File: config.mk
export PLATFORM = sky130hd
export DESIGN_NAME = npc_seq_flat
export DESIGN_NICKNAME = d
export VERILOG_FILES = /design/src/rtl/npc_seq_if.sv /design/src/rtl/npc_seq.sv /design/src/flat_wrapper.sv
export SDC_FILE = /design/constraint.sdc
export NUM_CORES = 1
export LEC_CHECK = 0
export ABC_AREA = 1
export BUFFER_PORTS_ARGS = -buffer_cell sky130_fd_sc_hd__buf_2
export CAP_MARGIN = 20
export CORE_MARGIN = 2
export CORE_UTILIZATION = 54
export CTS_CLUSTER_DIAMETER = 100
export DETAILED_ROUTE_END_ITERATION = 10
export GPL_TIMING_DRIVEN = 0
export PLACE_DENSITY_LB_ADDON = 0.08
export SKIP_LAST_GASP = 1
export SLEW_MARGIN = 20
export SYNTH_ARGS = -nofsm -noshare
export SYNTH_HDL_FRONTEND = slang
export SYNTH_SLANG_ARGS = --single-unit
File: constraint.sdc
create_clock -name clk -period 2.8 [get_ports clk]
set_clock_uncertainty 0.2 [all_clocks]
set_input_delay 0.14 -clock clk [delete_from_list [all_inputs] [get_ports clk]]
set_output_delay 0.14 -clock clk [all_outputs]
set_load 0.1 [all_outputs]
File: src/rtl/npc_seq_if.sv
// ============================================================================
// Module   : npc_seq_if
// Brief    : Fetch request bus between the next-PC sequencer and the I-cache.
// Revision : 1.0
// ============================================================================
`default_nettype none

interface npc_seq_if #(
    parameter int FETCH_WIDTH = 2
) ();
    localparam int c_slot_w = $clog2(FETCH_WIDTH) + 1;

    logic                fetch_ready;
    logic                fetch_valid;
    logic [31:0]         fetch_pc;
    logic [c_slot_w-1:0] fetch_slots;

    modport master (
        input  fetch_ready,
        output fetch_valid,
        output fetch_pc,
        output fetch_slots
    );

    modport slave (
        output fetch_ready,
        input  fetch_valid,
        input  fetch_pc,
        input  fetch_slots
    );
endinterface

`default_nettype wire

File: src/rtl/npc_seq.sv
// ============================================================================
// Module   : npc_seq
// Brief    : Registered next-PC sequencer with stall-safe redirect buffering.
// Revision : 1.0
// ============================================================================
`default_nettype none

module npc_seq #(
    parameter int          FETCH_WIDTH = 2,
    parameter logic [31:0] RESET_PC    = 32'hBFC0_0000
) (
    input  wire logic        clk,
    input  wire logic        resetn,
    npc_seq_if.master        fetch,
    input  wire logic        id2_is_branch,
    input  wire logic        id2_is_jump,
    input  wire logic [3:0]  id2_branch_sel,
    input  wire logic [31:0] id2_rs_data,
    input  wire logic [31:0] id2_rt_data,
    input  wire logic [31:0] id2_jmp_target,
    input  wire logic        exc_valid,
    input  wire logic [31:0] exc_pc,
    output logic             flush_req,
    output logic             redirect_pending
);

    localparam int c_gb     = 4 * FETCH_WIDTH;
    localparam int c_gb_lg  = $clog2(c_gb);
    localparam int c_slot_w = $clog2(FETCH_WIDTH) + 1;
    localparam logic [31-c_gb_lg:0] c_grp_one = 1;

    // Branch condition encodings, matching branch_def.v
    localparam logic [3:0] c_branch_sel_beq    = 4'd0;
    localparam logic [3:0] c_branch_sel_bne    = 4'd1;
    localparam logic [3:0] c_branch_sel_bgez   = 4'd2;
    localparam logic [3:0] c_branch_sel_bgtz   = 4'd3;
    localparam logic [3:0] c_branch_sel_blez   = 4'd4;
    localparam logic [3:0] c_branch_sel_bltz   = 4'd5;
    localparam logic [3:0] c_branch_sel_bgezal = 4'd6;
    localparam logic [3:0] c_branch_sel_bltzal = 4'd7;

    typedef enum logic [2:0] {
        ST_RUN      = 3'b001,
        ST_PEND_BR  = 3'b010,
        ST_PEND_EXC = 3'b100
    } state_t;

    state_t      r_state, w_state_nxt;
    logic [31:0] r_pc, w_pc_nxt;
    logic [31:0] r_pend_tgt, w_pend_tgt_nxt;
    logic        r_valid;

    logic        w_fire;
    logic        w_cond;
    logic        w_take_br;
    logic [31:0] w_seq;
    logic [31-c_gb_lg:0] w_grp_nxt;

    assign w_fire    = r_valid & fetch.fetch_ready;
    assign w_grp_nxt = r_pc[31:c_gb_lg] + c_grp_one;
    assign w_seq     = {w_grp_nxt, {c_gb_lg{1'b0}}};

    always_comb begin
        w_cond = 1'b0;
        case (id2_branch_sel)
            c_branch_sel_beq:    w_cond = (id2_rs_data == id2_rt_data);
            c_branch_sel_bne:    w_cond = (id2_rs_data != id2_rt_data);
            c_branch_sel_bgez,
            c_branch_sel_bgezal: w_cond = ~id2_rs_data[31];
            c_branch_sel_bgtz:   w_cond = ~id2_rs_data[31] & (|id2_rs_data[30:0]);
            c_branch_sel_blez:   w_cond = id2_rs_data[31] | ~(|id2_rs_data);
            c_branch_sel_bltz,
            c_branch_sel_bltzal: w_cond = id2_rs_data[31];
            default:             w_cond = 1'b0;
        endcase
    end

    assign w_take_br        = id2_is_jump | (id2_is_branch & w_cond);
    assign flush_req        = exc_valid | w_take_br;
    assign redirect_pending = (r_state != ST_RUN);

    // The PC only moves on fire, so a stalled request is held stable.
    always_comb begin
        w_state_nxt    = r_state;
        w_pc_nxt       = r_pc;
        w_pend_tgt_nxt = r_pend_tgt;
        case (r_state)
            ST_RUN: begin
                if (exc_valid) begin
                    if (w_fire) begin
                        w_pc_nxt = exc_pc;
                    end else begin
                        w_pend_tgt_nxt = exc_pc;
                        w_state_nxt    = ST_PEND_EXC;
                    end
                end else if (w_take_br) begin
                    if (w_fire) begin
                        w_pc_nxt = id2_jmp_target;
                    end else begin
                        w_pend_tgt_nxt = id2_jmp_target;
                        w_state_nxt    = ST_PEND_BR;
                    end
                end else if (w_fire) begin
                    w_pc_nxt = w_seq;
                end
            end
            ST_PEND_BR: begin
                if (exc_valid) begin
                    w_pend_tgt_nxt = exc_pc;
                    if (w_fire) begin
                        w_pc_nxt    = exc_pc;
                        w_state_nxt = ST_RUN;
                    end else begin
                        w_state_nxt = ST_PEND_EXC;
                    end
                end else if (w_fire) begin
                    w_pc_nxt    = r_pend_tgt;
                    w_state_nxt = ST_RUN;
                end
            end
            ST_PEND_EXC: begin
                if (exc_valid) begin
                    w_pend_tgt_nxt = exc_pc;
                end
                if (w_fire) begin
                    w_pc_nxt    = exc_valid ? exc_pc : r_pend_tgt;
                    w_state_nxt = ST_RUN;
                end
            end
            default: begin
                w_state_nxt = ST_RUN;
            end
        endcase
    end

    always_ff @(posedge clk or negedge resetn) begin
        if (!resetn) begin
            r_state    <= ST_RUN;
            r_pc       <= RESET_PC;
            r_pend_tgt <= 32'h0;
            r_valid    <= 1'b0;
        end else begin
            r_state    <= w_state_nxt;
            r_pc       <= w_pc_nxt;
            r_pend_tgt <= w_pend_tgt_nxt;
            r_valid    <= 1'b1;
        end
    end

    assign fetch.fetch_valid = r_valid;
    assign fetch.fetch_pc    = r_pc;

    generate
        if (FETCH_WIDTH == 1) begin : g_slots_single
            assign fetch.fetch_slots = 1'b1;
        end else begin : g_slots_group
            assign fetch.fetch_slots = c_slot_w'(FETCH_WIDTH) - {1'b0, r_pc[c_gb_lg-1:2]};
        end
    endgenerate

endmodule

`default_nettype wire

File: src/flat_wrapper.sv
// flat-port wrapper written by rule: the top's interface ports become plain ports
module npc_seq_flat 
#(
    parameter int          FETCH_WIDTH = 2,
    parameter logic [31:0] RESET_PC    = 32'hBFC0_0000
)
  (clk, resetn, id2_is_branch, id2_is_jump, id2_branch_sel, id2_rs_data, id2_rt_data, id2_jmp_target, exc_valid, exc_pc, flush_req, redirect_pending, fetch_fetch_ready, fetch_fetch_valid, fetch_fetch_pc, fetch_fetch_slots);
  npc_seq_if #(.FETCH_WIDTH(FETCH_WIDTH)) fetch_i ();
  input  wire logic clk;
  input  wire logic resetn;
  input  wire logic id2_is_branch;
  input  wire logic id2_is_jump;
  input  wire logic [3:0] id2_branch_sel;
  input  wire logic [31:0] id2_rs_data;
  input  wire logic [31:0] id2_rt_data;
  input  wire logic [31:0] id2_jmp_target;
  input  wire logic exc_valid;
  input  wire logic [31:0] exc_pc;
  output logic flush_req;
  output logic redirect_pending;
  input wire logic [$bits(fetch_i.fetch_ready)-1:0] fetch_fetch_ready;
  output wire logic [$bits(fetch_i.fetch_valid)-1:0] fetch_fetch_valid;
  output wire logic [$bits(fetch_i.fetch_pc)-1:0] fetch_fetch_pc;
  output wire logic [$bits(fetch_i.fetch_slots)-1:0] fetch_fetch_slots;
  assign fetch_i.fetch_ready = fetch_fetch_ready;
  assign fetch_fetch_valid = fetch_i.fetch_valid;
  assign fetch_fetch_pc = fetch_i.fetch_pc;
  assign fetch_fetch_slots = fetch_i.fetch_slots;
  npc_seq #(.FETCH_WIDTH(FETCH_WIDTH), .RESET_PC(RESET_PC)) u_core (.clk(clk), .resetn(resetn), .fetch(fetch_i), .id2_is_branch(id2_is_branch), .id2_is_jump(id2_is_jump), .id2_branch_sel(id2_branch_sel), .id2_rs_data(id2_rs_data), .id2_rt_data(id2_rt_data), .id2_jmp_target(id2_jmp_target), .exc_valid(exc_valid), .exc_pc(exc_pc), .flush_req(flush_req), .redirect_pending(redirect_pending));
endmodule
Word-level counts from Yosys, hierarchy flattened
Index checks and enable logic that the tools add are counted.

word-level totals
  bits in registers = 68
  input bits = 138
  output and inout bits = 37

operators by class
  $add $sub $neg = 2
  equal/unequal tests = 18
  muxes and demuxes = 24
  bitwise operators = 8
  reductions and logical operators = 11

operator list
  kind                     number
  $mux W32                 13
  $pmux W32 S3             1
  $pmux W32 S2             1
  $eq A32 B32 Y1           1
  $ne A32 B32 Y1           1
  $reduce_or A32 Y1        1
  $reduce_or A31 Y1        1
  $add A29 B1 Y29 const B  1
  $mux W3                  7
  $eq A4 B3 Y1 const B     4
  $ne A3 B2 Y1 const B     3
  $pmux W3 S3              1
  $eq A4 B2 Y1 const B     2
  $pmux W1 S6              1
  $reduce_or A2 Y1         3
  $eq A4 B1 Y1 const B     1
  $logic_not A4 Y1         1
  $reduce_and A4 Y1        1
  $and A1 B1 Y1            3
  $eq A3 B1 Y1 const B     1
  $eq A3 B2 Y1 const B     1
  $eq A3 B3 Y1 const B     1
  $ne A3 B1 Y1 const B     1
  $or A1 B1 Y1             3
  8 further kinds          9

Logic depth before layout (Yosys ltp)
Gate-level depths: netlist of the first run.

  word-level depth = 9
  gate-level depth with buffers = 20
  gate-level depth less buffers = 18

Least setup slack after synthesis of the first run
Ideal clock, no wire load.

  kind = reg-to-reg
  start = register u_core.r_pc[4] (netlist: u_core.fetch.fetch_pc[4])
  end = register u_core.r_pc[21] (netlist: u_core.fetch.fetch_pc[21])
  library setup time = 0.129 ns
  arrival time = 2.548 ns
  data required time = 2.471 ns
  setup slack = -0.076 ns
  stages on the path, launching flop included = 14
  buffers on the path = 0
  period minus slack after synthesis = 2.876 ns
  cells stage by stage = dfrtp_1 > ha_1 > nand3_2 > nor2_4 > nand2_1 > nor4_4 > nand2_1 > xnor2_1 > inv_1 > nand3_1 > nand2_1 > nand2_1 > nand2_1 > a21oi_1

between the ends
  word-level cells in the longest chain between the ends = 5

RTL lines
  item                      line            text
  start: declaration        npc_seq.sv:49   logic [31:0] r_pc, w_pc_nxt;
  start signal: assignment  npc_seq.sv:144  r_pc <= w_pc_nxt;
  $add A29 B1 Y29           npc_seq.sv:60   assign w_grp_nxt = r_pc[31:c_gb_lg] + c_grp_one;
  $mux W32                  npc_seq.sv:103  end else if (w_fire) begin
  $mux W32                  npc_seq.sv:96   end else if (w_take_br) begin
  $mux W32                  npc_seq.sv:89   if (exc_valid) begin
  $pmux W32 S3              npc_seq.sv:87   case (r_state)

No other way between the ends. The select of a mux whose other input is x is not followed.
A chain may end at the register's enable or synchronous reset.

Final worst setup path of the first run
  start = register u_core.r_state[0]
  end = register u_core.r_pend_tgt[31]

between the ends
  word-level cells in the longest chain between the ends = 4

RTL lines
  item                                          line            text
  start: declaration                            npc_seq.sv:48   state_t r_state, w_state_nxt;
  start signal: assignment                      npc_seq.sv:143  r_state <= w_state_nxt;
  $eq A3 B2 Y1 or $eq A3 B3 Y1 (tied branches)  npc_seq.sv:87
  $reduce_or A2 Y1 (no line)                    -
  $reduce_bool A2 Y1 (no line)                  -
  $reduce_and A3 Y1 (no line)                   -
  end signal: assignment                        npc_seq.sv:145  r_pend_tgt <= w_pend_tgt_nxt;
  end: declaration                              npc_seq.sv:50   logic [31:0] r_pend_tgt, w_pend_tgt_nxt;

Several ways; a longest one is shown, not always the timed one.

==> results of run 1 <==
-- worst paths after layout --
check,start,to,slack [ns]
min,exc_pc[17],u_core.r_pend_tgt[17],0.009
max,u_core.r_state[0],u_core.r_pend_tgt[31],0.12
min in group asynchronous,resetn,u_core.r_pend_tgt[25],0.04
min reg2reg,u_core.r_pend_tgt[3],u_core.r_pend_tgt[3],0.29
max reg2reg,u_core.r_state[0],u_core.r_pend_tgt[31],0.12
max in group asynchronous,resetn,u_core.r_state[0],1.75
-- cell families after synthesis --
kind of cell | count (synthesis) | share of synthesized area (%)
other | 1 | 0.0580
XOR/XNOR | 53 | 7.18
buffers and inverters | 170 | 10.9
flip-flops | 68 | 26.5
AO/OA/AOI/OAI | 245 | 22.1
AND/OR/NAND/NOR | 488 | 33.0
adder cells (fa/ha/maj) | 1 | 0.194
-- where the power goes --
group	internal (mW)	switching, mW
logic	1.53	4.75
registers	1.55	0.569
clock network	0.689	0.460
total	3.77	5.78
-- timing repair --
action / in CTS / in global routing
hold buffers: 10 / 0
resized for setup: 0 / 2
endpoints found under the setup margin: 0 / 9
endpoints found under the hold margin: 70 / 0
setup buffers: 0 / 0
-- state kept, by name, indices dropped and copies added (netlist names) --
| register | count |
|---|---|
| u_core.r_state | 3 |
| u_core.fetch.fetch_pc | 32 |
| u_core.fetch.fetch_valid | 1 |
| u_core.r_pend_tgt | 32 |
-- layout make-up --
class | count | area (um2)
sequential | 68 | 1720
fill | 1086 | 3640
tap | 143 | 179
clock buffer | 13 | 240
clock inverter | 3 | 40.0
inverter | 110 | 413
buffer | 60 | 295
multi-input combinational | 788 | 4040
timing repair buffer | 185 | 1000
-- through the flow --
stage | power [mW] | hold WS, ns | util (%) | cells | instance area (um2)
floorplan | 6.65 | -0.356 | - | 1026 | 6460
global placement | 8.15 | 0.265 | 65.0 | 1343 | 7510
detailed placement | 8.20 | -0.130 | 65.2 | 1344 | 7540
CTS | 9.36 | 0.00405 | 68.5 | 1370 | 7920
global route | 10.1 | 0.0362 | 68.5 | 1370 | 7930
finish | 9.55 | 0.00936 | 68.5 | 1370 | 7930
-- worst max-delay path: stages, from the launching register on --
cell	delay, ns
dfstp_2	0.57
inv_1	0.06
nand3_1	0.15
inv_2	0.09
nor2_1	0.23
buf_2	0.25
clkbuf_1	0.58
o211ai_1	0.18
nand3_1	0.13
o21ai_0	0.10
-- cells in the final DEF (no fill, tap or decap), types with 12 or more instances in the layout --
cell type / count
nand2_1: 252
buf_2: 189
o21ai_0: 111
inv_1: 100
nor2_1: 97
nand3_1: 73
dfrtp_1: 56
a21oi_1: 55
clkbuf_1: 37
xnor2_1: 34
a22oi_1: 32
nor3_1: 22
nand4_1: 22
xor2_1: 19
a221oi_1: 14
o21a_1: 12
-- metal layers --
layer  vias up  wire length [um]  part of all wire, %
met5         -                 0                    0
met4         0               975                  3.9
met2       627             10900                   44
met3        93              3310                   13
met1      3647              9660                   39
li1       3806                 -                    -
==> key figures, run 1 <==
Status
  • Outcome: complete, no violations

STA
  • Final hold violations: 0
  • RSZ-0062 raised after global routing: false
  • Peak Freq: 0.373 GHz
  • # setup viols final: 0
  • Max Slew Vio Count: 0
  • Worst rel slew slack: 37.7%
  • Min Tclk post-route: 2.68 ns
  • Final worst slack: 0.116 ns
  • Final worst path period share: 95.8%
  • Setup TNS: 0 ns
  • Worst-margin pin slew: 0.935 ns

Synth
  • Avg Inst Size Synth: 6.30 um2
  • Most frequent cell after synthesis: nand2_1
  • Synthesized flop and latch total: 68
  • Ys flop type: dfrtp_1
  • Synth top area cells: dfrtp_1 (22%), nand2_1 (15%), o21ai_0 (8.6%)
  • Post-synthesis async set-or-reset flop share: 100%
  • Yosys top cell area share: 22.5%
  • Top cells by count, synth: nand2_1 (252), o21ai_0 (111), inv_1 (100), nor2_1 (97), nand3_1 (73)
  • Synth warnings: 0
  • Mapped Cells: 1026
  • Synthesized cell area: 0.00646 mm2
  • Register area share after synthesis: 26.5%
  • Mapped Nets: 1165
  • Post-synth EDFFs: 0
  • Leading area contributor after synthesis: dfrtp_1
  • Synth unique cells: 41

Global routing
  • Top Usage Layer GRT: met2
  • Largest net degree at the start of global routing: 46
  • Total grt overflow: 0
  • Overall Global Routing Usage: 38.5%
  • First-pass GRT wire length: 38600 um
  • Vias in the first global route: 7669
  • Met2 usage: 59.5%
  • Initial antenna violation count: 0
  • Met1 Use GR: 51.1%
  • Met3 Use GR: 8.66%

Layout
  • NumNets Final: 1361
  • P&R area growth vs syn: 22.7%
  • Share of layout cells above drive strength 1: 20.9%
  • N_diodes: 0

Floorplan
  • Top Ports: 175
  • Row count: 39
  • Die height: 113 um
  • Die span in x: 113 um
  • Starting Density: 55.9%
  • Core Region: 0.0116 mm2
  • Die footprint: 0.0129 mm2

CTS
  • # clock sinks: 68
  • Longest Clk Path Bufs: 2
  • Clock tree root buffer cell: clkbuf_16
  • Worst skew pair latency: 0.35 ns
  • Total CTS buffers: 9
  • TritonCTS clock tree: yes
  • CTS H-Tree Depth: 3
  • Worst-path clk slew: 0.06 ns

Detailed routing
  • Post-route ant nets: 0
  • DRC: 0
  • Via count: 8173
  • First-pass DRT Iterations: 6
  • Final wirelength: 24900 um
  • DR iter-0 viols: 1011
  • Vias per inst: 5.97
  • Wire per inst: 18.1 um

Power and ir drop
  • Lkg Pwr: 4.01 nW
  • Pwr/cell area: 1200 mW/mm2
  • Peak supply drop: 0.974 mV

Placed design
  • HPWL after DPL: 18200 um
  • Final GP Congestion: 0.999
  • IO Port Bufs: 174
  • Worst slack at placement: 0.113 ns

Worst setup path
  • Worst Reg-to-Reg Cells: 9
  • Startpoint types: flop
  • Setup CP Type: flop to flop
  • Crit. End Element: flop
  • Req. time, crit path: 2.81 ns
  • Crit path DAT: 2.69 ns
  • CP Max Fanout: 10

Hold path
  • WHS Path Cells: 5
  • Worst Hold Class: input port to flop

Run
  • Max cap viols: 0
Power figures use the tool's default switching activity.
==> run 2: changes to the inputs <==
--- a/config.mk
+++ b/config.mk
@@ -13,7 +13,7 @@
 export CTS_CLUSTER_DIAMETER = 100
 export DETAILED_ROUTE_END_ITERATION = 10
 export GPL_TIMING_DRIVEN = 0
-export PLACE_DENSITY_LB_ADDON = 0.08
+export PLACE_DENSITY = 0.78
 export SKIP_LAST_GASP = 1
 export SLEW_MARGIN = 20
 export SYNTH_ARGS = -nofsm -noshare
==> run 2 against run 1 <==
  * Final area grew 1.6%
  * Flip-flop and latch count is the same
  * Die area is the same
  * Critical path depth is the same
  * Clock power grew 29%
  * Combinational power is essentially flat
  * Global-route usage grew 1.1 points
  * Routed wire length grew 1.3%
  * Sequential share of layout area shrank 0.34 points
  * Non-clock buffer count grew 4
  * Fmax grew 0.14%
  * Total power grew 3.6%
  * Critical path type unchanged
==> key figures, run 2 (same netlist as run 1, synthesis figures left out) <==
Status
  • Outcome: complete, no violations

STA
  • Min Tclk post-route: 2.68 ns
  • Max Slew Vio Count: 0
  • Setup TNS: 0 ns
  • Final worst slack: 0.120 ns
  • Final hold violations: 0
  • # setup viols final: 0
  • Worst rel slew slack: 42.8%
  • Final worst path period share: 95.7%
  • Peak Freq: 0.373 GHz
  • RSZ-0062 raised after global routing: false
  • Worst-margin pin slew: 0.857 ns

Layout
  • Share of layout cells above drive strength 1: 21.2%
  • Most frequent cells in the layout: nand2_1 (252), buf_2 (189), o21ai_0 (111)
  • N_diodes: 0
  • Register area: 0.00172 mm2
  • Filler Cells Inserted: 1087
  • Footprint of the multi-input gates: 0.00404 mm2
  • NumNets Final: 1365
  • P&R area growth vs syn: 24.6%
  • Most common library cell in the layout ignoring fill and taps: nand2_1

CTS
  • # clock sinks: 68
  • Post-CTS setup repair buffer count: 0
  • Longest Clk Path Bufs: 2
  • Total CTS buffers: 9
  • Worst skew pair latency: 0.35 ns
  • Clock tree root buffer cell: clkbuf_16
  • TritonCTS clock tree: yes
  • CTS H-Tree Depth: 3
  • Worst-path clk slew: 0.06 ns

Power and ir drop
  • Pwr/cell area: 1230 mW/mm2
  • Lkg Pwr: 4.06 nW
  • Peak supply drop: 0.819 mV

Placed design
  • Final GP Congestion: 1.01
  • Worst slack at placement: 0.131 ns
  • IO Port Bufs: 174
  • HPWL after DPL: 18500 um

Hold path
  • Hold path startpoint: exc_pc[0]
  • Worst Hold Class: input port to flop
  • WHS Endpoint: u_core.r_pend_tgt[0]
  • WHS Path Cells: 5

Worst setup path
  • Worst-path cell chain: nor3_4 > nor2_1 > inv_2 > nor2_1 > nor2_1 > buf_2 > buf_2 > nor2_1 > a21oi_1
  • Setup CP Type: flop to flop
  • CP peak stage delay: 0.45 ns
  • Slowest-stage cell, CP: nor3_4
  • Req. time, crit path: 2.87 ns
  • Crit. End Element: flop
  • Worst flop-to-flop path startpoint: u_core.r_state[1]
  • Setup crit start: u_core.r_state[1]
  • Worst reg2reg endpoint: u_core.fetch.fetch_pc[20]
  • Worst Reg-to-Reg Cells: 9
  • Reg2reg setup slack: 0.12 ns
  • Startpoint types: flop
  • Crit path DAT: 2.75 ns
  • CP Max Fanout: 10
  • Most common cell on crit path: nor2_1

Detailed routing
  • Wire per inst: 18.3 um
  • DRC: 0
  • DR iter-0 viols: 1240
  • Post-route ant nets: 0
  • Vias per inst: 5.94
  • Via count: 8164
  • Final wirelength: 25200 um
  • First-pass DRT Iterations: 9

Floorplan
  • Starting Density: 55.9%
  • Die height: 113 um
  • Row count: 39
  • Die span in x: 113 um
  • Core Region: 0.0116 mm2
  • Top Ports: 175
  • Die footprint: 0.0129 mm2

Global routing
  • First-pass GRT wire length: 39700 um
  • Overall Global Routing Usage: 39.6%
  • Vias in the first global route: 7593
  • Total grt overflow: 0
  • Initial antenna violation count: 0
  • Largest net degree at the start of global routing: 42

Run
  • Max cap viols: 0
## run 2: where the power goes
group	internal [mW]	switching [mW]	leakage, nW
clock	0.985	0.493	0.175
sequential	1.55	0.558	0.793
combinational	1.53	4.77	3.09
total	4.07	5.82	4.06
## run 2: cell type report
class / count / area share [%]
well taps: 143 / 2.22
clock inverters: 6 / 1.68
plain buffers: 60 / 3.68
clock buffers: 10 / 2.97
repair buffers: 189 / 12.8
inverters: 110 / 5.13
flip-flops and latches: 68 / 21.3
multi-input cells: 788 / 50.2
## run 2: critical path, delay by kind of cell (launching register included)
kind / cells / cell delay, ns
simple gates: 5 / 1.02
buf+inv: 3 / 0.82
flops: 1 / 0.42
compound gates: 1 / 0.13
## run 2: repair_timing
action	CTS	global route
endpoints found under the hold margin	73	0
hold buffers	14	0
resized for setup	0	4
endpoints found under the setup margin	0	8
## run 2: how the worst max path moves through the flow
stage / to / slack [ns]
after detailed placement: u_core.fetch.fetch_pc[30] / 0.13
after floorplan: u_core.fetch.fetch_pc[21] / 0.12
after global routing: u_core.fetch.fetch_pc[16] / 0.01
final: u_core.fetch.fetch_pc[20] / 0.12
after global placement: u_core.fetch.fetch_pc[30] / 0.15
after CTS: u_core.fetch.fetch_pc[30] / 0.12
## run 2: metrics by stage
| step | util [%] | std cells | total power, mW | hold WS, ns | cell area (um2) |
|---|---|---|---|---|---|
| 4_1_cts | 69.6 | 1374 | 9.70 | 0.00179 | 8050 |
| 3_3_place_gp | 65.0 | 1343 | 8.15 | 0.265 | 7510 |
| 2_1_floorplan | - | 1026 | 6.65 | -0.356 | 6460 |
| 6_report | 69.6 | 1374 | 9.89 | 0.00376 | 8050 |
| 5_1_grt | 69.6 | 1374 | 10.4 | 0.0359 | 8050 |
| 3_5_place_dp | 65.2 | 1344 | 8.21 | -0.111 | 7540 |
## run 2: metal layers
metal	GRT usage (%)	part of all wire [%]	vias up
met1	53.3	39	3597
met2	60.3	43	637
met5	0	0	-
met4	18.9	4.3	0
li1	-	-	3823
met3	9.46	13	107
